--- src/rtl/ap_perf_mon_pkg.sv ---
// Shared types, register map and saturating arithmetic for ap_ctrl_perf_monitor.
package ap_perf_mon_pkg;

  // Per-channel ap_ctrl tracking state
  typedef enum logic [1:0] {
    IDLE      = 2'd0,
    BUSY      = 2'd1,
    DONE_WAIT = 2'd2
  } ch_state_e;

  localparam int unsigned RD_REG_W  = 3;
  localparam int unsigned MAX_CNT_W = 64;

  // Read-port register map
  localparam logic [RD_REG_W-1:0] REG_INV    = 3'd0;
  localparam logic [RD_REG_W-1:0] REG_LAST   = 3'd1;
  localparam logic [RD_REG_W-1:0] REG_STALL  = 3'd2;
  localparam logic [RD_REG_W-1:0] REG_ITER   = 3'd3;
  localparam logic [RD_REG_W-1:0] REG_READY  = 3'd4;
  localparam logic [RD_REG_W-1:0] REG_STATUS = 3'd5;
  localparam logic [RD_REG_W-1:0] REG_MIN    = 3'd6;
  localparam logic [RD_REG_W-1:0] REG_MAX    = 3'd7;

  // Increment that sticks at the all-ones value of a width-bit counter
  function automatic logic [MAX_CNT_W-1:0] sat_inc(input logic [MAX_CNT_W-1:0] val,
                                                   input int unsigned width);
    logic [MAX_CNT_W-1:0] max_val;
    max_val = (width >= MAX_CNT_W) ? {MAX_CNT_W{1'b1}}
                                   : ((MAX_CNT_W'(1) << width) - MAX_CNT_W'(1));
    return (val >= max_val) ? max_val : val + MAX_CNT_W'(1);
  endfunction

endpackage

--- src/rtl/ap_ctrl_ch_tracker.sv ---
// One monitored ap_ctrl channel: handshake FSM plus saturating counters.
// Min/max latency storage exists only when AP_PERF_MON_MINMAX_EN is defined.
module ap_ctrl_ch_tracker
  import ap_perf_mon_pkg::*;
#(
  parameter int unsigned CNT_W = 32
) (
  input  logic             clk,
  input  logic             rst_n,
  input  logic             start_i,
  input  logic             ready_i,
  input  logic             done_i,
  input  logic             continue_i,
  input  logic             iter_i,
  input  logic             clear_i,
  input  logic             freeze_i,
  output ch_state_e        state_o,
  output logic             busy_o,
  output logic             sat_o,
  output logic             sat_nxt_c,
  output logic [CNT_W-1:0] inv_cnt_o,
  output logic [CNT_W-1:0] last_lat_o,
  output logic [CNT_W-1:0] stall_cnt_o,
  output logic [CNT_W-1:0] iter_cnt_o,
  output logic [CNT_W-1:0] ready_cnt_o,
  output logic [CNT_W-1:0] min_lat_o,
  output logic [CNT_W-1:0] max_lat_o
);

  localparam logic [CNT_W-1:0] CNT_MAX = {CNT_W{1'b1}};

  function automatic logic [CNT_W-1:0] inc(input logic [CNT_W-1:0] v);
    return CNT_W'(sat_inc(MAX_CNT_W'(v), CNT_W));
  endfunction

  ch_state_e        state_q, state_d;
  logic             busy_q;
  logic [CNT_W-1:0] lat_q, lat_d;
  logic [CNT_W-1:0] inv_q, inv_d;
  logic [CNT_W-1:0] last_q, last_d;
  logic [CNT_W-1:0] stall_q, stall_d;
  logic [CNT_W-1:0] iter_q, iter_d;
  logic [CNT_W-1:0] ready_q, ready_d;
  logic             sat_q, sat_d;

  logic             fin_ev;
  logic             fin_sat;
  logic [CNT_W-1:0] fin_lat;
  logic             stall_ev;

  // Handshake FSM and running latency; flags invocation end and stall cycles
  always_comb begin
    state_d  = state_q;
    lat_d    = lat_q;
    fin_ev   = 1'b0;
    fin_sat  = 1'b0;
    fin_lat  = '0;
    stall_ev = 1'b0;
    case (state_q)
      IDLE: begin
        if (start_i) begin
          lat_d = CNT_W'(1);
          if (done_i) begin
            fin_ev  = 1'b1;
            fin_lat = CNT_W'(1);
            state_d = continue_i ? IDLE : DONE_WAIT;
          end else begin
            state_d = BUSY;
          end
        end
      end
      BUSY: begin
        lat_d = inc(lat_q);
        if (done_i) begin
          fin_ev  = 1'b1;
          fin_lat = inc(lat_q);
          fin_sat = (lat_q == CNT_MAX);
          state_d = continue_i ? IDLE : DONE_WAIT;
        end
      end
      DONE_WAIT: begin
        if (continue_i) begin
          state_d = IDLE;
        end else begin
          stall_ev = 1'b1;
        end
      end
      default: state_d = IDLE;
    endcase
  end

  // Counter updates: clear wins, freeze holds, otherwise saturating increments
  always_comb begin
    inv_d   = inv_q;
    last_d  = last_q;
    stall_d = stall_q;
    iter_d  = iter_q;
    ready_d = ready_q;
    sat_d   = sat_q;
    if (clear_i) begin
      inv_d   = '0;
      last_d  = '0;
      stall_d = '0;
      iter_d  = '0;
      ready_d = '0;
      sat_d   = 1'b0;
    end else if (!freeze_i) begin
      if (fin_ev) begin
        inv_d  = inc(inv_q);
        last_d = fin_lat;
        sat_d  = sat_d | (inv_q == CNT_MAX) | fin_sat;
      end
      if (stall_ev) begin
        stall_d = inc(stall_q);
        sat_d   = sat_d | (stall_q == CNT_MAX);
      end
      if (ready_i) begin
        ready_d = inc(ready_q);
        sat_d   = sat_d | (ready_q == CNT_MAX);
      end
      if (iter_i && (state_q != IDLE)) begin
        iter_d = inc(iter_q);
        sat_d  = sat_d | (iter_q == CNT_MAX);
      end
    end
  end

  // State and counter registers
  always_ff @(posedge clk or negedge rst_n) begin
    if (!rst_n) begin
      state_q <= IDLE;
      busy_q  <= 1'b0;
      lat_q   <= '0;
      inv_q   <= '0;
      last_q  <= '0;
      stall_q <= '0;
      iter_q  <= '0;
      ready_q <= '0;
      sat_q   <= 1'b0;
    end else begin
      state_q <= state_d;
      busy_q  <= (state_d != IDLE);
      lat_q   <= lat_d;
      inv_q   <= inv_d;
      last_q  <= last_d;
      stall_q <= stall_d;
      iter_q  <= iter_d;
      ready_q <= ready_d;
      sat_q   <= sat_d;
    end
  end

`ifdef AP_PERF_MON_MINMAX_EN
  logic [CNT_W-1:0] min_q, min_d;
  logic [CNT_W-1:0] max_q, max_d;

  // Track extreme latencies alongside LAST_LAT
  always_comb begin
    min_d = min_q;
    max_d = max_q;
    if (clear_i) begin
      min_d = CNT_MAX;
      max_d = '0;
    end else if (!freeze_i && fin_ev) begin
      if (fin_lat < min_q) min_d = fin_lat;
      if (fin_lat > max_q) max_d = fin_lat;
    end
  end

  // Min/max registers; min starts at all-ones so the first latency always lands
  always_ff @(posedge clk or negedge rst_n) begin
    if (!rst_n) begin
      min_q <= CNT_MAX;
      max_q <= '0;
    end else begin
      min_q <= min_d;
      max_q <= max_d;
    end
  end

  assign min_lat_o = min_q;
  assign max_lat_o = max_q;
`else
  assign min_lat_o = '0;
  assign max_lat_o = '0;
`endif

  assign state_o     = state_q;
  assign busy_o      = busy_q;
  assign sat_o       = sat_q;
  assign sat_nxt_c   = sat_d;
  assign inv_cnt_o   = inv_q;
  assign last_lat_o  = last_q;
  assign stall_cnt_o = stall_q;
  assign iter_cnt_o  = iter_q;
  assign ready_cnt_o = ready_q;

endmodule

--- src/rtl/ap_ctrl_perf_monitor.sv ---
// Performance monitor for NUM_CH HLS ap_ctrl handshakes with a registered read port.
// Optional min/max latency tracking: define AP_PERF_MON_MINMAX_EN.
module ap_ctrl_perf_monitor
  import ap_perf_mon_pkg::*;
#(
  parameter int unsigned NUM_CH = 4,
  parameter int unsigned CNT_W  = 32
) (
  input  logic                                       ap_clk,
  input  logic                                       ap_rst_n,
  input  logic [NUM_CH-1:0]                          mon_ap_start,
  input  logic [NUM_CH-1:0]                          mon_ap_ready,
  input  logic [NUM_CH-1:0]                          mon_ap_done,
  input  logic [NUM_CH-1:0]                          mon_ap_continue,
  input  logic [NUM_CH-1:0]                          mon_iter_strobe,
  input  logic                                       clear,
  input  logic                                       freeze,
  input  logic                                       rd_en,
  input  logic [((NUM_CH > 1) ? $clog2(NUM_CH) : 1)-1:0] rd_ch,
  input  logic [RD_REG_W-1:0]                        rd_reg,
  output logic                                       rd_valid,
  output logic [CNT_W-1:0]                           rd_data,
  output logic [NUM_CH-1:0]                          busy_vec,
  output logic                                       any_sat
);

  localparam int unsigned CH_W = (NUM_CH > 1) ? $clog2(NUM_CH) : 1;

  ch_state_e        ch_state  [NUM_CH];
  logic [CNT_W-1:0] inv_cnt   [NUM_CH];
  logic [CNT_W-1:0] last_lat  [NUM_CH];
  logic [CNT_W-1:0] stall_cnt [NUM_CH];
  logic [CNT_W-1:0] iter_cnt  [NUM_CH];
  logic [CNT_W-1:0] ready_cnt [NUM_CH];
  logic [CNT_W-1:0] min_lat   [NUM_CH];
  logic [CNT_W-1:0] max_lat   [NUM_CH];
  logic [NUM_CH-1:0] sat_vec;
  logic [NUM_CH-1:0] sat_nxt;

  for (genvar g = 0; g < NUM_CH; g++) begin : g_ch
    ap_ctrl_ch_tracker #(
      .CNT_W(CNT_W)
    ) u_trk (
      .clk        (ap_clk),
      .rst_n      (ap_rst_n),
      .start_i    (mon_ap_start[g]),
      .ready_i    (mon_ap_ready[g]),
      .done_i     (mon_ap_done[g]),
      .continue_i (mon_ap_continue[g]),
      .iter_i     (mon_iter_strobe[g]),
      .clear_i    (clear),
      .freeze_i   (freeze),
      .state_o    (ch_state[g]),
      .busy_o     (busy_vec[g]),
      .sat_o      (sat_vec[g]),
      .sat_nxt_c  (sat_nxt[g]),
      .inv_cnt_o  (inv_cnt[g]),
      .last_lat_o (last_lat[g]),
      .stall_cnt_o(stall_cnt[g]),
      .iter_cnt_o (iter_cnt[g]),
      .ready_cnt_o(ready_cnt[g]),
      .min_lat_o  (min_lat[g]),
      .max_lat_o  (max_lat[g])
    );
  end

  logic             rd_valid_q;
  logic [CNT_W-1:0] rd_data_q, rd_data_d;
  logic             any_sat_q;

  // Read mux over current (pre-update) register values; out-of-range reads give 0
  always_comb begin
    rd_data_d = '0;
    if (32'(rd_ch) < NUM_CH) begin
      case (rd_reg)
        REG_INV:    rd_data_d = inv_cnt[rd_ch];
        REG_LAST:   rd_data_d = last_lat[rd_ch];
        REG_STALL:  rd_data_d = stall_cnt[rd_ch];
        REG_ITER:   rd_data_d = iter_cnt[rd_ch];
        REG_READY:  rd_data_d = ready_cnt[rd_ch];
        REG_STATUS: rd_data_d = CNT_W'({sat_vec[rd_ch], 2'(ch_state[rd_ch])});
        REG_MIN:    rd_data_d = min_lat[rd_ch];
        REG_MAX:    rd_data_d = max_lat[rd_ch];
        default:    rd_data_d = '0;
      endcase
    end
  end

  // Read-port and saturation-summary registers
  always_ff @(posedge ap_clk or negedge ap_rst_n) begin
    if (!ap_rst_n) begin
      rd_valid_q <= 1'b0;
      rd_data_q  <= '0;
      any_sat_q  <= 1'b0;
    end else begin
      rd_valid_q <= rd_en;
      if (rd_en) rd_data_q <= rd_data_d;
      any_sat_q  <= |sat_nxt;
    end
  end

  assign rd_valid = rd_valid_q;
  assign rd_data  = rd_data_q;
  assign any_sat  = any_sat_q;

  logic unused_ok;
  assign unused_ok = ^CH_W;

endmodule

--- config.mk ---
export PLATFORM = sky130hd
export DESIGN_NAME = ap_ctrl_perf_monitor
export DESIGN_NICKNAME = d
export VERILOG_FILES = /design/src/rtl/ap_perf_mon_pkg.sv /design/src/rtl/ap_ctrl_ch_tracker.sv /design/src/rtl/ap_ctrl_perf_monitor.sv
export SDC_FILE = /design/constraint.sdc
export NUM_CORES = 2
export LEC_CHECK = 0
export CORE_UTILIZATION = 35
export CTS_CLUSTER_DIAMETER = 30
export DETAILED_ROUTE_END_ITERATION = 8
export SYNTH_ARGS = -nofsm -noshare
export SYNTH_HDL_FRONTEND = slang
export SYNTH_SLANG_ARGS = --single-unit
--- constraint.sdc ---
create_clock -name ap_clk -period 3.1 [get_ports ap_clk]
set_input_delay 0.465 -clock ap_clk [delete_from_list [all_inputs] [get_ports ap_clk]]
set_output_delay 0.465 -clock ap_clk [all_outputs]
set_load 0.03 [all_outputs]
==> metrics.json <==
{
  "clock_tree_from_tritoncts": {"value": "done"},
  "crit_required": {"value": 3.79, "unit": "ns"},
  "power_per_cell_area": {"value": 625, "unit": "nW/µm²"},
  "viasPerCell": {"value": 6.16},
  "area.growth.synth_to_final": {"value": 24.6, "unit": "%"},
  "std_cell_rows": {"value": 135},
  "track_usage": {"value": 0.258},
  "timing_worst_slew_pin_value": {"value": 0.993, "unit": "ns"},
  "routabilityCongestion": {"value": 0.980},
  "worst_path_max_delay_cell": {"value": "sky130_fd_sc_hd__or4_4"},
  "peakVddDrop": {"value": 587, "unit": "µV"},
  "largest_buffer_count_on_any_clock_path": {"value": 3},
  "finalNonFillerCells": {"value": 7420},
  "worst_path_largest_cell_delay": {"value": 0.65, "unit": "ns"},
  "die_area": {"value": 139000, "unit": "µm²"},
  "firstDrtPassIters": {"value": 6},
  "placeableCoreArea": {"value": 136000, "unit": "µm²"},
  "drt_first_iter_violations": {"value": 5330},
  "place_worst_setup_slack": {"value": 0.0701, "unit": "ns"},
  "syn_nets": {"value": 5292},
  "final-hold-violation-count": {"value": 0},
  "final_cell_area": {"value": 60100, "unit": "µm²"},
  "mostFrequentLayoutCell": {"value": "sky130_fd_sc_hd__dfrtp_1"},
  "min_period": {"value": 2.83, "unit": "ns"},
  "synth_warnings": {"value": 0},
  "most_frequent_cells_in_the_layout": {"value": "sky130_fd_sc_hd__dfrtp_1 (818), sky130_fd_sc_hd__nor2_1 (547), sky130_fd_sc_hd__nand2_1 (475), sky130_fd_sc_hd__a21oi_1 (448), sky130_fd_sc_hd__o21ai_0 (357)"},
  "maximum_capacitance_violations": {"value": 0},
  "grt_pass1_wl": {"value": 277000, "unit": "µm"},
  "fin_skew": {"value": 0.0723, "unit": "ns"},
  "status": {"value": "finished clean"},
  "drcViolationCount": {"value": 0},
  "pin_count": {"value": 68},
  "fin_ws": {"value": 0.274, "unit": "ns"},
  "timing.setup.tns": {"value": 0, "unit": "ns"},
  "p_total": {"value": 37.6, "unit": "mW"},
  "timing.critical_path.arrival": {"value": 3.52, "unit": "ns"},
  "die-height": {"value": 373, "unit": "µm"},
  "floorplan.initialDensity": {"value": 0.354},
  "power.combinational.fraction": {"value": 0.050},
  "power_report.internal_total": {"value": 28.7, "unit": "mW"},
  "clkPwrFrac": {"value": 0.657},
  "netSwitchingFraction": {"value": 0.236},
  "synthDistinctLibCells": {"value": 87},
  "cts_root_buf": {"value": "sky130_fd_sc_hd__clkbuf_16"},
  "critPathCaptureType": {"value": "register"},
  "ant_nets": {"value": 0},
  "ff2ff_setup_slack": {"value": 0.27, "unit": "ns"},
  "cts-buffers-inserted": {"value": 223},
  "portBuffers": {"value": 67},
  "synth_seq_area_share": {"value": 0.424},
  "detail_route.wirelength": {"value": 183000, "unit": "µm"},
  "cts.htree.levels": {"value": 4},
  "clkLatencyLatePin": {"value": 0.84, "unit": "ns"},
  "final_cycle_utilization_of_the_critical_path": {"value": 0.912},
  "post_cts_resize_count": {"value": 0},
  "timing.slew.headroom": {"value": 0.336},
  "final_core_utilization": {"value": 0.442},
  "timing.hold.worst.class": {"value": "input port to register"},
  "routed-via-count": {"value": 45700},
  "worst-path-max-fanout": {"value": 12},
  "grt_setup_unrepaired": {"value": "no"},
  "power.net_switching": {"value": 8.85, "unit": "mW"},
  "drive_above_1_share": {"value": 0.166},
  "first_global_vias": {"value": 43300},
  "fmaxAchievable": {"value": 354, "unit": "MHz"},
  "power_leakage": {"value": 23.9, "unit": "nW"},
  "grt_max_degree": {"value": 114},
  "postSynthCellCount": {"value": 5242},
  "clock_sink_count": {"value": 818},
  "antenna_found_initial": {"value": 9},
  "synthesis.area": {"value": 48300, "unit": "µm²"},
  "finalHoldWorstSlack": {"value": 0.0314, "unit": "ns"},
  "postSynth.topFlopCell": {"value": "sky130_fd_sc_hd__dfrtp_1"},
  "gr-total-overflow": {"value": 0},
  "fp.dieW": {"value": 373, "unit": "µm"},
  "routedWlPerCell": {"value": 24.7, "unit": "µm"},
  "synth_enable_flop_cells": {"value": 0},
  "syn_area_per_cell": {"value": 9.21, "unit": "µm²"},
  "placed_cells": {"value": 6998},
  "fin_nets": {"value": 5493},
  "p_seq_frac": {"value": 0.293},
  "crit_type": {"value": "register to register"},
  "path_clk_slew": {"value": 0.05, "unit": "ns"},
  "synth_seq_cells": {"value": 818},
  "cp-start-kind": {"value": "register"},
  "timing.critical_path.cells": {"value": "nand4_1 > or4_4 > nor3_4 > nor2_1 > a311oi_1"},
  "slew_viol_final": {"value": 0},
  "report.final.setup_viol": {"value": 0},
  "half_perimeter_wire_length_after_placement": {"value": 134000, "unit": "µm"},
  "synthArstFlopShare": {"value": 1.00},
  "detailed_place.area": {"value": 52000, "unit": "µm²"}
}
final cells by class:
| type | instances | area, µm² |
|---|---|---|
| Antenna cell | 1 | 2.50 |
| Clock buffer | 292 | 6280 |
| Clock inverter | 128 | 1850 |
| Fill cell | 12900 | 76000 |
| Inverter | 118 | 443 |
| Multi-Input combinational cell | 3981 | 26100 |
| Sequential cell | 818 | 20500 |
| Tap cell | 1781 | 2230 |
| Timing Repair Buffer | 301 | 2730 |
logic make-up after synthesis:
logic type               Yosys count  share of synthesized area
multiplexers                     224                     0.0956
flip-flops                       818                      0.424
buffers and inverters            443                     0.0364
AO/OA/AOI/OAI                   1458                      0.192
adder cells (fa/ha/maj)           20                    0.00519
XOR/XNOR                          93                     0.0169
AND/OR/NAND/NOR                 2186                      0.230
power groups by stage:
stage	Sequential, mW	Clock (mW)	Combinational (mW)
after floorplan	11.1	0	0.936
after global placement	11.2	0	1.85
after detailed placement	11.2	0	1.85
after CTS	11.0	24.9	1.86
after global routing	11.0	25.6	2.01
final	11.0	24.7	1.86
metal layers:
layer,up-vias,global-route usage,wire [µm],part of all wire
met2,2080,0.389,81800,0.45
met1,22700,0.345,75200,0.41
li1,20500,-,-,-
met4,10,0.140,10200,0.056
met3,423,0.0563,15900,0.087
met5,-,0,70,0.00038
timing repair:
item                                   4_1_cts  5_1_grt
endpoints found under the hold margin       35        0
buffers inserted                             0        0
hold buffers                                 1        0
critical path: cells and delay by family (launching register included):
kind            cells  cell delay (ns)
simple gates        4             1.80
flops               1             0.49
compound gates      1             0.41
flip-flops by register name, summed over array words and instances (netlist names):
signal	flops
any_sat	1
g_ch.u_trk.ready_cnt_o	128
g_ch.u_trk.state_o	8
rd_valid	1
g_ch.u_trk.busy_o	4
g_ch.u_trk.iter_cnt_o	128
g_ch.u_trk.inv_cnt_o	128
g_ch.u_trk.sat_o	4
g_ch.u_trk.lat_q	128
g_ch.u_trk.stall_cnt_o	128
rd_data	32
g_ch.u_trk.last_lat_o	128
path summary, 6_finish.rpt:
| path | from | end | depth (start not counted) |
|---|---|---|---|
| setup / recovery | g_ch[2].u_trk.iter_cnt_o[12] | g_ch[2].u_trk.iter_cnt_o[13] | 5 |
| hold / removal | clear | g_ch[3].u_trk.iter_cnt_o[4] | 2 |
| setup reg to reg | g_ch[2].u_trk.iter_cnt_o[12] | g_ch[2].u_trk.iter_cnt_o[13] | 5 |
| hold reg to reg | g_ch[3].u_trk.last_lat_o[18] | g_ch[3].u_trk.last_lat_o[18] | 2 |
| max in group asynchronous | ap_rst_n | g_ch[1].u_trk.ready_cnt_o[19] | 4 |
| min in group asynchronous | ap_rst_n | g_ch[2].u_trk.stall_cnt_o[17] | 2 |
Yosys cell counts (25+ instances only):
cell	number	share of area
sky130_fd_sc_hd__a311oi_1	176	0.032
sky130_fd_sc_hd__a21o_1	38	0.0059
sky130_fd_sc_hd__o21ai_0	357	0.037
sky130_fd_sc_hd__a21oi_1	448	0.046
sky130_fd_sc_hd__and4_1	63	0.011
sky130_fd_sc_hd__and2_1	46	0.0060
sky130_fd_sc_hd__nand2_1	475	0.037
sky130_fd_sc_hd__dfrtp_1	818	0.42
sky130_fd_sc_hd__a211oi_1	152	0.024
sky130_fd_sc_hd__mux4_2	189	0.088
sky130_fd_sc_hd__inv_1	117	0.0091
sky130_fd_sc_hd__nor4_1	43	0.0056
sky130_fd_sc_hd__nand4_1	178	0.023
sky130_fd_sc_hd__nor3_1	231	0.024
sky130_fd_sc_hd__clkbuf_1	264	0.021
sky130_fd_sc_hd__buf_2	35	0.0036
sky130_fd_sc_hd__and3_1	160	0.021
sky130_fd_sc_hd__nor2_1	551	0.043
sky130_fd_sc_hd__mux2i_1	28	0.0058
sky130_fd_sc_hd__xor2_1	25	0.0045
sky130_fd_sc_hd__xnor2_1	68	0.012
sky130_fd_sc_hd__a31oi_1	73	0.0095
sky130_fd_sc_hd__nand3_1	280	0.029
Power figures use the tool's default switching activity.
